## config.mk

```make
export PLATFORM = sky130hd
export DESIGN_NAME = spi_adc_reader
export DESIGN_NICKNAME = d
export VERILOG_FILES = /design/src/rtl/spi_adc_reader.sv
export SDC_FILE = /design/constraint.sdc
export NUM_CORES = 1
export LEC_CHECK = 0
export CAP_MARGIN = 30
export CORE_UTILIZATION = 46
export CTS_CLUSTER_SIZE = 10
export DETAILED_ROUTE_END_ITERATION = 7
export DONT_BUFFER_PORTS = 1
export SLEW_MARGIN = 20
export SYNTH_ARGS = -nofsm -noshare
export SYNTH_HDL_FRONTEND = slang
export SYNTH_SLANG_ARGS = --single-unit
```

## constraint.sdc

```tcl
create_clock -name clock -period 2 [get_ports clock]
set_input_delay 0.3 -clock clock [delete_from_list [all_inputs] [get_ports clock]]
set_output_delay 0.3 -clock clock [all_outputs]
set_load 0.05 [all_outputs]
```

## src/rtl/spi_adc_reader.sv

```systemverilog
// SPI master receiver for the clap-detect ADC, valid/ready sample output.
// SPI_ADC_READER_FREERUN_EN: fixed-rate frames plus sticky overrun flag.
module spi_adc_reader #(
  parameter int SAMPLE_WIDTH   = 16,
  parameter int CLOCK_DIVIDE   = 4,
  parameter int CS_IDLE_CYCLES = 2
) (
  input  logic                    clock,
  input  logic                    nreset,
  input  logic                    enable,
  output logic                    spi_clock,
  output logic                    spi_chipselect,
  input  logic                    spi_data,
  output logic [SAMPLE_WIDTH-1:0] sample_data,
  output logic                    sample_valid,
  input  logic                    sample_ready
`ifdef SPI_ADC_READER_FREERUN_EN
  ,
  output logic                    overrun
`endif
);

  localparam int DW = (CLOCK_DIVIDE > 1) ? $clog2(CLOCK_DIVIDE) : 1;
  localparam int BW = $clog2(SAMPLE_WIDTH + 1);
  localparam int GW = $clog2(CS_IDLE_CYCLES) + 1;

  localparam logic [DW-1:0] DIV_LAST = DW'(CLOCK_DIVIDE - 1);
  localparam logic [BW-1:0] BIT_LAST = BW'(SAMPLE_WIDTH - 1);
  localparam logic [GW-1:0] GAP_LAST = GW'(CS_IDLE_CYCLES - 1);

  typedef enum logic [2:0] {
    S_IDLE,
    S_GAP,
    S_LOW_WAIT,
    S_HIGH_WAIT,
    S_DONE
  } state_t;

  state_t                  state, state_n;
  logic [DW-1:0]           div, div_n;
  logic [BW-1:0]           bit_cnt, bit_n;
  logic [GW-1:0]           gap_cnt, gap_n;
  logic [SAMPLE_WIDTH-1:0] shreg, shift_n;
  logic [SAMPLE_WIDTH-1:0] data_n;
  logic                    sclk_n;
  logic                    cs_n;
  logic                    valid_n;
  logic                    tick;
  logic [DW-1:0]           div_adv;
  logic                    start_ok;

  assign tick    = (div == DIV_LAST);
  assign div_adv = tick ? '0 : div + DW'(1);

`ifdef SPI_ADC_READER_FREERUN_EN
  logic ovr_n;
  assign start_ok = 1'b1;
`else
  // Never start a frame that could complete onto an unconsumed word.
  assign start_ok = ~sample_valid | sample_ready;
`endif

  always_ff @(posedge clock or negedge nreset) begin
    if (!nreset) begin
      state          <= S_IDLE;
      div            <= '0;
      bit_cnt        <= '0;
      gap_cnt        <= '0;
      shreg          <= '0;
      spi_clock      <= 1'b1;
      spi_chipselect <= 1'b1;
      sample_data    <= '0;
      sample_valid   <= 1'b0;
`ifdef SPI_ADC_READER_FREERUN_EN
      overrun        <= 1'b0;
`endif
    end else begin
      state          <= state_n;
      div            <= div_n;
      bit_cnt        <= bit_n;
      gap_cnt        <= gap_n;
      shreg          <= shift_n;
      spi_clock      <= sclk_n;
      spi_chipselect <= cs_n;
      sample_data    <= data_n;
      sample_valid   <= valid_n;
`ifdef SPI_ADC_READER_FREERUN_EN
      overrun        <= ovr_n;
`endif
    end
  end

  always_comb begin
    state_n = state;
    div_n   = div;
    bit_n   = bit_cnt;
    gap_n   = gap_cnt;
    shift_n = shreg;
    sclk_n  = spi_clock;
    cs_n    = spi_chipselect;
    data_n  = sample_data;
    valid_n = sample_valid & ~sample_ready;
`ifdef SPI_ADC_READER_FREERUN_EN
    ovr_n   = overrun;
`endif
    unique case (state)
      S_IDLE: begin
        cs_n    = 1'b1;
        sclk_n  = 1'b1;
        div_n   = '0;
        gap_n   = '0;
        state_n = S_GAP;
      end
      S_GAP: begin
        div_n = '0;
        if (gap_cnt != GAP_LAST) begin
          gap_n = gap_cnt + GW'(1);
        end else if (enable && start_ok) begin
          cs_n    = 1'b0;
          state_n = S_LOW_WAIT;
        end
      end
      S_LOW_WAIT: begin
        div_n = div_adv;
        if (tick) begin
          sclk_n  = 1'b0;
          state_n = S_HIGH_WAIT;
        end
      end
      S_HIGH_WAIT: begin
        div_n = div_adv;
        if (tick) begin
          sclk_n  = 1'b1;
          shift_n = {shreg[SAMPLE_WIDTH-2:0], spi_data};
          bit_n   = bit_cnt + BW'(1);
          state_n = (bit_cnt == BIT_LAST) ? S_DONE : S_LOW_WAIT;
        end
      end
      S_DONE: begin
        div_n = div_adv;
        // First DONE cycle: publish the word one edge after the last capture.
        if (div == '0) begin
          data_n  = shreg;
          valid_n = 1'b1;
`ifdef SPI_ADC_READER_FREERUN_EN
          if (sample_valid && !sample_ready) ovr_n = 1'b1;
`endif
        end
        if (tick) begin
          cs_n    = 1'b1;
          bit_n   = '0;
          gap_n   = '0;
          state_n = S_GAP;
        end
      end
      default: state_n = S_IDLE;
    endcase
  end

endmodule

```

==> impl_metrics.tcl, run 1 <==
set metrics [dict create \
    cts_made_buffers 5 \
    yosys-top-cells-area "dfrtp_1, nand2_1, mux2_4, mux2_2, ha_1" \
    routedWlPerCell_um 14.9 \
    port_buffers 0 \
    ctsResizeCount 0 \
    crit_required_ns 2.18 \
    cap_violations 0 \
    rows 24 \
    startpoint_type "flip-flop" \
    outcome "completed" \
    critPathArrivalTime_ns 1.90 \
    rsz0062_at_grt "false" \
    synthXorXnorAreaFrac 0 \
    synth_top_cell_by_area "dfrtp_1" \
    vdd_drop_max_uv 300 \
    power_density_nw_per_um2 739 \
    num_io_pins 24 \
    antenna_found_initial 0 \
    h-tree-depth 2 \
    nets 202 \
    core_area_um2 4380 \
    ys_ff_latch 47 \
    period_minus_slack_ns 1.72 \
    yosysUniqueCellTypes 39 \
    synth_edf_count 0 \
    ys_warn_count 0 \
    drc 0 \
    synthFlopType "dfrtp_1" \
    overflow 0 \
    hold_viol_final 0 \
    synth_top_family_by_area "simple AND/OR/NAND/NOR gates" \
    synth_top_area_frac 0.530 \
    die_area_um2 4890 \
    n_antenna_cell 0 \
    crit_type "flip-flop to flip-flop" \
    fp.dieW_um 70.0 \
    setup_viol 0 \
    end_kind "flip-flop" \
    clock_latency_ns 0.30 \
    yosys.area_share.simple 0.168 \
    synth_nets 201 \
    cts_root_buf "clkbuf_8" \
    min_path_type "primary input to flip-flop" \
    route.vias.total 1366 \
    die_h_um 70.0 \
    fmax_mhz 582 \
    synthArstFlopShare 1.00 \
    cp_max_fo 17 \
    start_util 0.485 \
    routed_wl_um 3660 \
    first_pass_iters 5 \
    syn_area_um2 2120 \
    grt_pass1_vias 1260 \
    post-route-period-util 0.859 \
    p_total_mw 1.68 \
    worstMarginPinSlew_ns 0.577 \
    drv_slew 0 \
    ff2ff_setup_slack_ns 0.28 \
    syn_inst 191 \
    hpwl_um 2360 \
    clock-skew-final_ns 0.00802 \
    synth-compound-area-share 0.0813 \
    gp_congestion 0.811 \
    ys_seq_area_frac 0.555 \
    area_growth_pct 7.01 \
    finalSetupTns_ns 0 \
    grt_pass1_wl_um 6350 \
    numClockSinks 47 \
    cellLeakagePower_nw 1.12 \
    grt_usage 0.166 \
    clk_pin_slew_ns 0.09 \
    syn_avg_cell_area_um2 11.1 \
    fill_cells 399 \
    clk_path_buf_depth 2 \
    grt_max_degree 48 \
    muxShareOfSynthArea 0.111 \
    synthAdderAreaFrac 0.0342 \
    drt_iter0_drc 93 \
    drive_gt1_frac 0.187 \
    slew-limit-headroom 0.615 \
    ant_nets 0 \
    cts_tree "done" \
    vias_per_cell 5.58 \
]
placed cells by master (no fill, tap or decap), types with 3 or more instances in the layout:
cell,n
a22o_1,5
ha_1,5
inv_1,5
nor2_1,7
dfrtp_1,45
mux2_4,9
a21oi_1,4
clkbuf_8,5
nand2_1,60
buf_4,3
mux2_2,9
per-layer routing:
layer	track usage	vias up	share of wire
li1	-	646	-
met5	0	-	0
met1	0.234	677	0.47
met4	0.0467	0	0.015
met3	0.0505	7	0.042
met2	0.248	36	0.47
synth_stat cells (2+ instances only):
library cell	n
dfstp_2	2
a21oi_1	4
nor2_1	7
ha_1	5
clkbuf_1	2
mux2_4	9
dfrtp_1	45
nand3b_1	2
mux2_2	9
buf_4	2
nand2_1	60
nand2b_1	2
a221oi_1	2
buf_2	4
inv_1	5
o22ai_1	2
a22o_1	5
and3_1	2
o31ai_1	2
flip-flops by register name (all words and copies together), names as in the netlist:
| signal | cells |
|---|---|
| shreg | 16 |
| gap_cnt | 2 |
| sample_valid | 1 |
| spi_chipselect | 1 |
| sample_data | 16 |
| spi_clock | 1 |
| state | 3 |
| div | 2 |
| bit_cnt | 5 |
worst max-delay path, cell delays in order (launching register included):
cell,delay (ns)
dfrtp_1,0.42
ha_1,0.33
nand2_1,0.10
or2_1,0.44
o22ai_1,0.25
a21oi_1,0.06
kinds of logic after synthesis:
| family | count (synthesis) |
|---|---|
| AOI/OAI and AO/OA | 23 |
| adders and majority gates | 6 |
| buffers and inverters | 16 |
| DFF | 47 |
| muxes | 18 |
| and+or+nand+nor | 81 |
through the flow:
stage                     hold slack [ns]  setup slack [ns]  utilization  instances  area, um^2
after floorplan                   0.00441             0.487            -        191        2120
final                               0.106             0.283        0.519        245        2270
after global placement            0.00560             0.370        0.484        235        2120
after CTS                           0.103             0.287        0.519        245        2270
after global routing                0.106             0.112        0.519        245        2270
after detailed placement          0.00555             0.303        0.484        235        2120
final timing paths:
check                                      start                           to  depth (start not counted)
setup / recovery              div[0]$_DFFE_PN0P_       bit_cnt[1]$_DFFE_PN0P_                          5
hold / removal                          spi_data         shreg[0]$_DFFE_PN0P_                          2
setup reg to reg              div[0]$_DFFE_PN0P_       bit_cnt[1]$_DFFE_PN0P_                          5
hold reg to reg            shreg[15]$_DFFE_PN0P_        shreg[15]$_DFFE_PN0P_                          2
max in group asynchronous                 nreset        spi_clock$_DFFE_PN1P_                          2
min in group asynchronous                 nreset  sample_data[15]$_DFFE_PN0P_                          2
power by group:
part           total (mW)  leakage [nW]  switching, mW  internal [mW]
clock network       0.688        0.0581          0.316          0.372
registers           0.961         0.605        0.00490          0.956
logic              0.0311         0.455         0.0214        0.00974
total                1.68          1.12          0.342           1.34
cell type report:
| type | count | area (um^2) | area share |
|---|---|---|---|
| clock buffers | 5 | 68.8 | 0.0303 |
| clock inverters | 3 | 43.8 | 0.0193 |
| inverters | 5 | 18.8 | 0.00826 |
| multi-input cells | 128 | 838 | 0.369 |
| flip-flops and latches | 47 | 1180 | 0.518 |
| well taps | 52 | 65.1 | 0.0286 |
| repair buffers | 5 | 60.1 | 0.0264 |
what timing repair did:
action                    CTS  global route
hold endpoints to repair   47             0
hold buffers                2             0
buffers inserted            0             0
(Power assumes the default switching activity.)
==> inputs of run 2 (changes only) <==
--- a/config.mk
+++ b/config.mk
@@ -10,6 +10,8 @@
 export CTS_CLUSTER_SIZE = 10
 export DETAILED_ROUTE_END_ITERATION = 7
 export DONT_BUFFER_PORTS = 1
+export GPL_TIMING_DRIVEN = 0
+export HOLD_SLACK_MARGIN = 0.15
 export SLEW_MARGIN = 20
 export SYNTH_ARGS = -nofsm -noshare
 export SYNTH_HDL_FRONTEND = slang
==> run 2 against run 1 <==
  * Wire length down 3.4%
  * Critical endpoint is now shreg[10]$_DFFE_PN0P_
  * Cell count increased by 3.7%
  * Critical path type unchanged
  * Fmax rose by 3.0%
  * Non-clock buffer count grew 9
  * Largest power group unchanged
  * Count of clock-buffer cells in the layout is 1 higher
  * Die area unchanged
==> impl_metrics.tcl, run 2 (synthesis gave the netlist of run 1 again) <==
set metrics [dict create \
    fill_cells 394 \
    n_antenna_cell 0 \
    vdd_drop_max_uv 254 \
    h-tree-depth 2 \
    setup_viol 0 \
    ant_nets 0 \
    end_kind "flip-flop" \
    drv_slew 0 \
    clock_latency_ns 0.30 \
    routed_wl_um 3540 \
    worstMarginPinSlew_ns 0.478 \
    critPathArrivalTime_ns 1.85 \
    cts_made_buffers 5 \
    crit_end "shreg[10]$_DFFE_PN0P_" \
    hpwl_um 2460 \
    p_total_mw 1.70 \
    area_growth_pct 10.8 \
    numClockSinks 47 \
    crit_type "flip-flop to flip-flop" \
    first_pass_iters 4 \
    worst_r2r_endpoint "shreg[10]$_DFFE_PN0P_" \
    min_path_type "primary input to flip-flop" \
    grt_pass1_vias 1412 \
    worstReg2RegStart "div[0]$_DFFE_PN0P_" \
    die_h_um 70.0 \
    overflow 0 \
    cts_root_buf "clkbuf_8" \
    route.vias.total 1376 \
    start_util 0.485 \
    hold_depth 2 \
    num_io_pins 24 \
    finalSetupTns_ns 0 \
    drive_gt1_frac 0.208 \
    hold_viol_final 0 \
    period_minus_slack_ns 1.67 \
    drc 0 \
    power_density_nw_per_um2 723 \
    crit_required_ns 2.19 \
    reg_top3 "sample_data: 16 flops, shreg: 16 flops, bit_cnt: 5 flops" \
    routedWlPerCell_um 13.9 \
    antenna_found_initial 0 \
    post-cts-setup-buffers 0 \
    grt_max_degree 48 \
    rows 24 \
    vias_per_cell 5.42 \
    core_area_um2 4380 \
    cts_tree "done" \
    clk_path_buf_depth 2 \
    port_buffers 0 \
    ff2ff_setup_slack_ns 0.33 \
    clock-skew-final_ns 0.00516 \
    cellLeakagePower_nw 1.16 \
    fp.dieW_um 70.0 \
    drt_iter0_drc 56 \
    startpoint "div[0]$_DFFE_PN0P_" \
    die_area_um2 4890 \
    rsz0062_at_grt "false" \
    cp_max_fo 10 \
    fmax_mhz 600 \
    gp_congestion 0.840 \
    cap_violations 0 \
    clk_pin_slew_ns 0.08 \
    slew-limit-headroom 0.681 \
    rr_worst_depth 8 \
    grt_pass1_wl_um 6330 \
    nets 211 \
    startpoint_type "flip-flop" \
    post-route-period-util 0.834 \
    layout_common_cells "nand2_1, dfrtp_1, mux2_4, mux2_2, nor2_1" \
    grt_usage 0.164 \
    outcome "completed" \
    layout_commonest_cell "nand2_1" \
]
==> run 2: cell count changes in the layout (fill, tap and decap cells not counted) <==
cell           delta
buf_12            +1
buf_2             +4
buf_4             -1
buf_6             +1
buf_8             +1
clkbuf_1          +2
clkbuf_8          +1
clkinv_4          -1
dlygate4sd3_1     +1
==> run 2: worst min-delay path by stage <==
stage | start | end | slack (ns)
final | sample_ready | sample_valid$_DFF_PN0_ | 0.20
after CTS | sample_ready | sample_valid$_DFF_PN0_ | 0.19
after global routing | sample_ready | sample_valid$_DFF_PN0_ | 0.20
after detailed placement | nreset | sample_data[10]$_DFFE_PN0P_ | 0.005
after global placement | nreset | sample_data[9]$_DFFE_PN0P_ | 0.005
after floorplan | nreset | bit_cnt[0]$_DFFE_PN0P_ | 0.004
==> run 2: area by class of cell <==
cell class	count	area, um^2	area share
multi-input cells	128	838	0.356
repair buffers	3	47.5	0.0202
clock buffers	6	82.6	0.0351
plain buffers	11	88.8	0.0377
clock inverters	2	35.0	0.0149
well taps	52	65.1	0.0276
inverters	5	18.8	0.00797
flip-flops and latches	47	1180	0.501
==> run 2: power by group <==
group          internal, mW  leakage (nW)  switching, mW
clock                 0.404        0.0612          0.306
sequential            0.956         0.605        0.00446
combinational        0.0111         0.492         0.0214
==> run 2: timing repair <==
action | 4_1_cts | 5_1_grt
endpoints found under the setup margin | 0 | 0
resized for setup | 0 | 0
endpoints found under the hold margin | 48 | 0
hold buffers | 3 | 0
==> run 2: worst max-delay path, stage by stage, from the launching register on <==
cell and delay [ns]:
dfrtp_1 0.42, ha_1 0.16, buf_2 0.19, nand2_1 0.08, or2_1 0.20, buf_2 0.17
buf_2 0.19, nand2_1 0.09, nand2_1 0.06
==> run 2: metrics by stage <==
stage | area [um^2] | worst slack (ns) | cells | hold WS [ns] | util
2_1_floorplan | 2120 | 0.487 | 191 | 0.00441 | -
3_3_place_gp | 2190 | 0.368 | 243 | 0.00547 | 0.499
3_5_place_dp | 2190 | 0.328 | 243 | 0.00546 | 0.499
4_1_cts | 2350 | 0.318 | 254 | 0.191 | 0.537
5_1_grt | 2350 | 0.215 | 254 | 0.203 | 0.537
6_report | 2350 | 0.332 | 254 | 0.200 | 0.537
==> run 2: layer usage <==
metal / up-vias / routed length [um] / global-route usage
met5: - / 0 / 0
met4: 0 / 56 / 0.0778
met3: 6 / 111 / 0.0519
met2: 19 / 1740 / 0.267
met1: 692 / 1630 / 0.196
li1: 659 / - / -
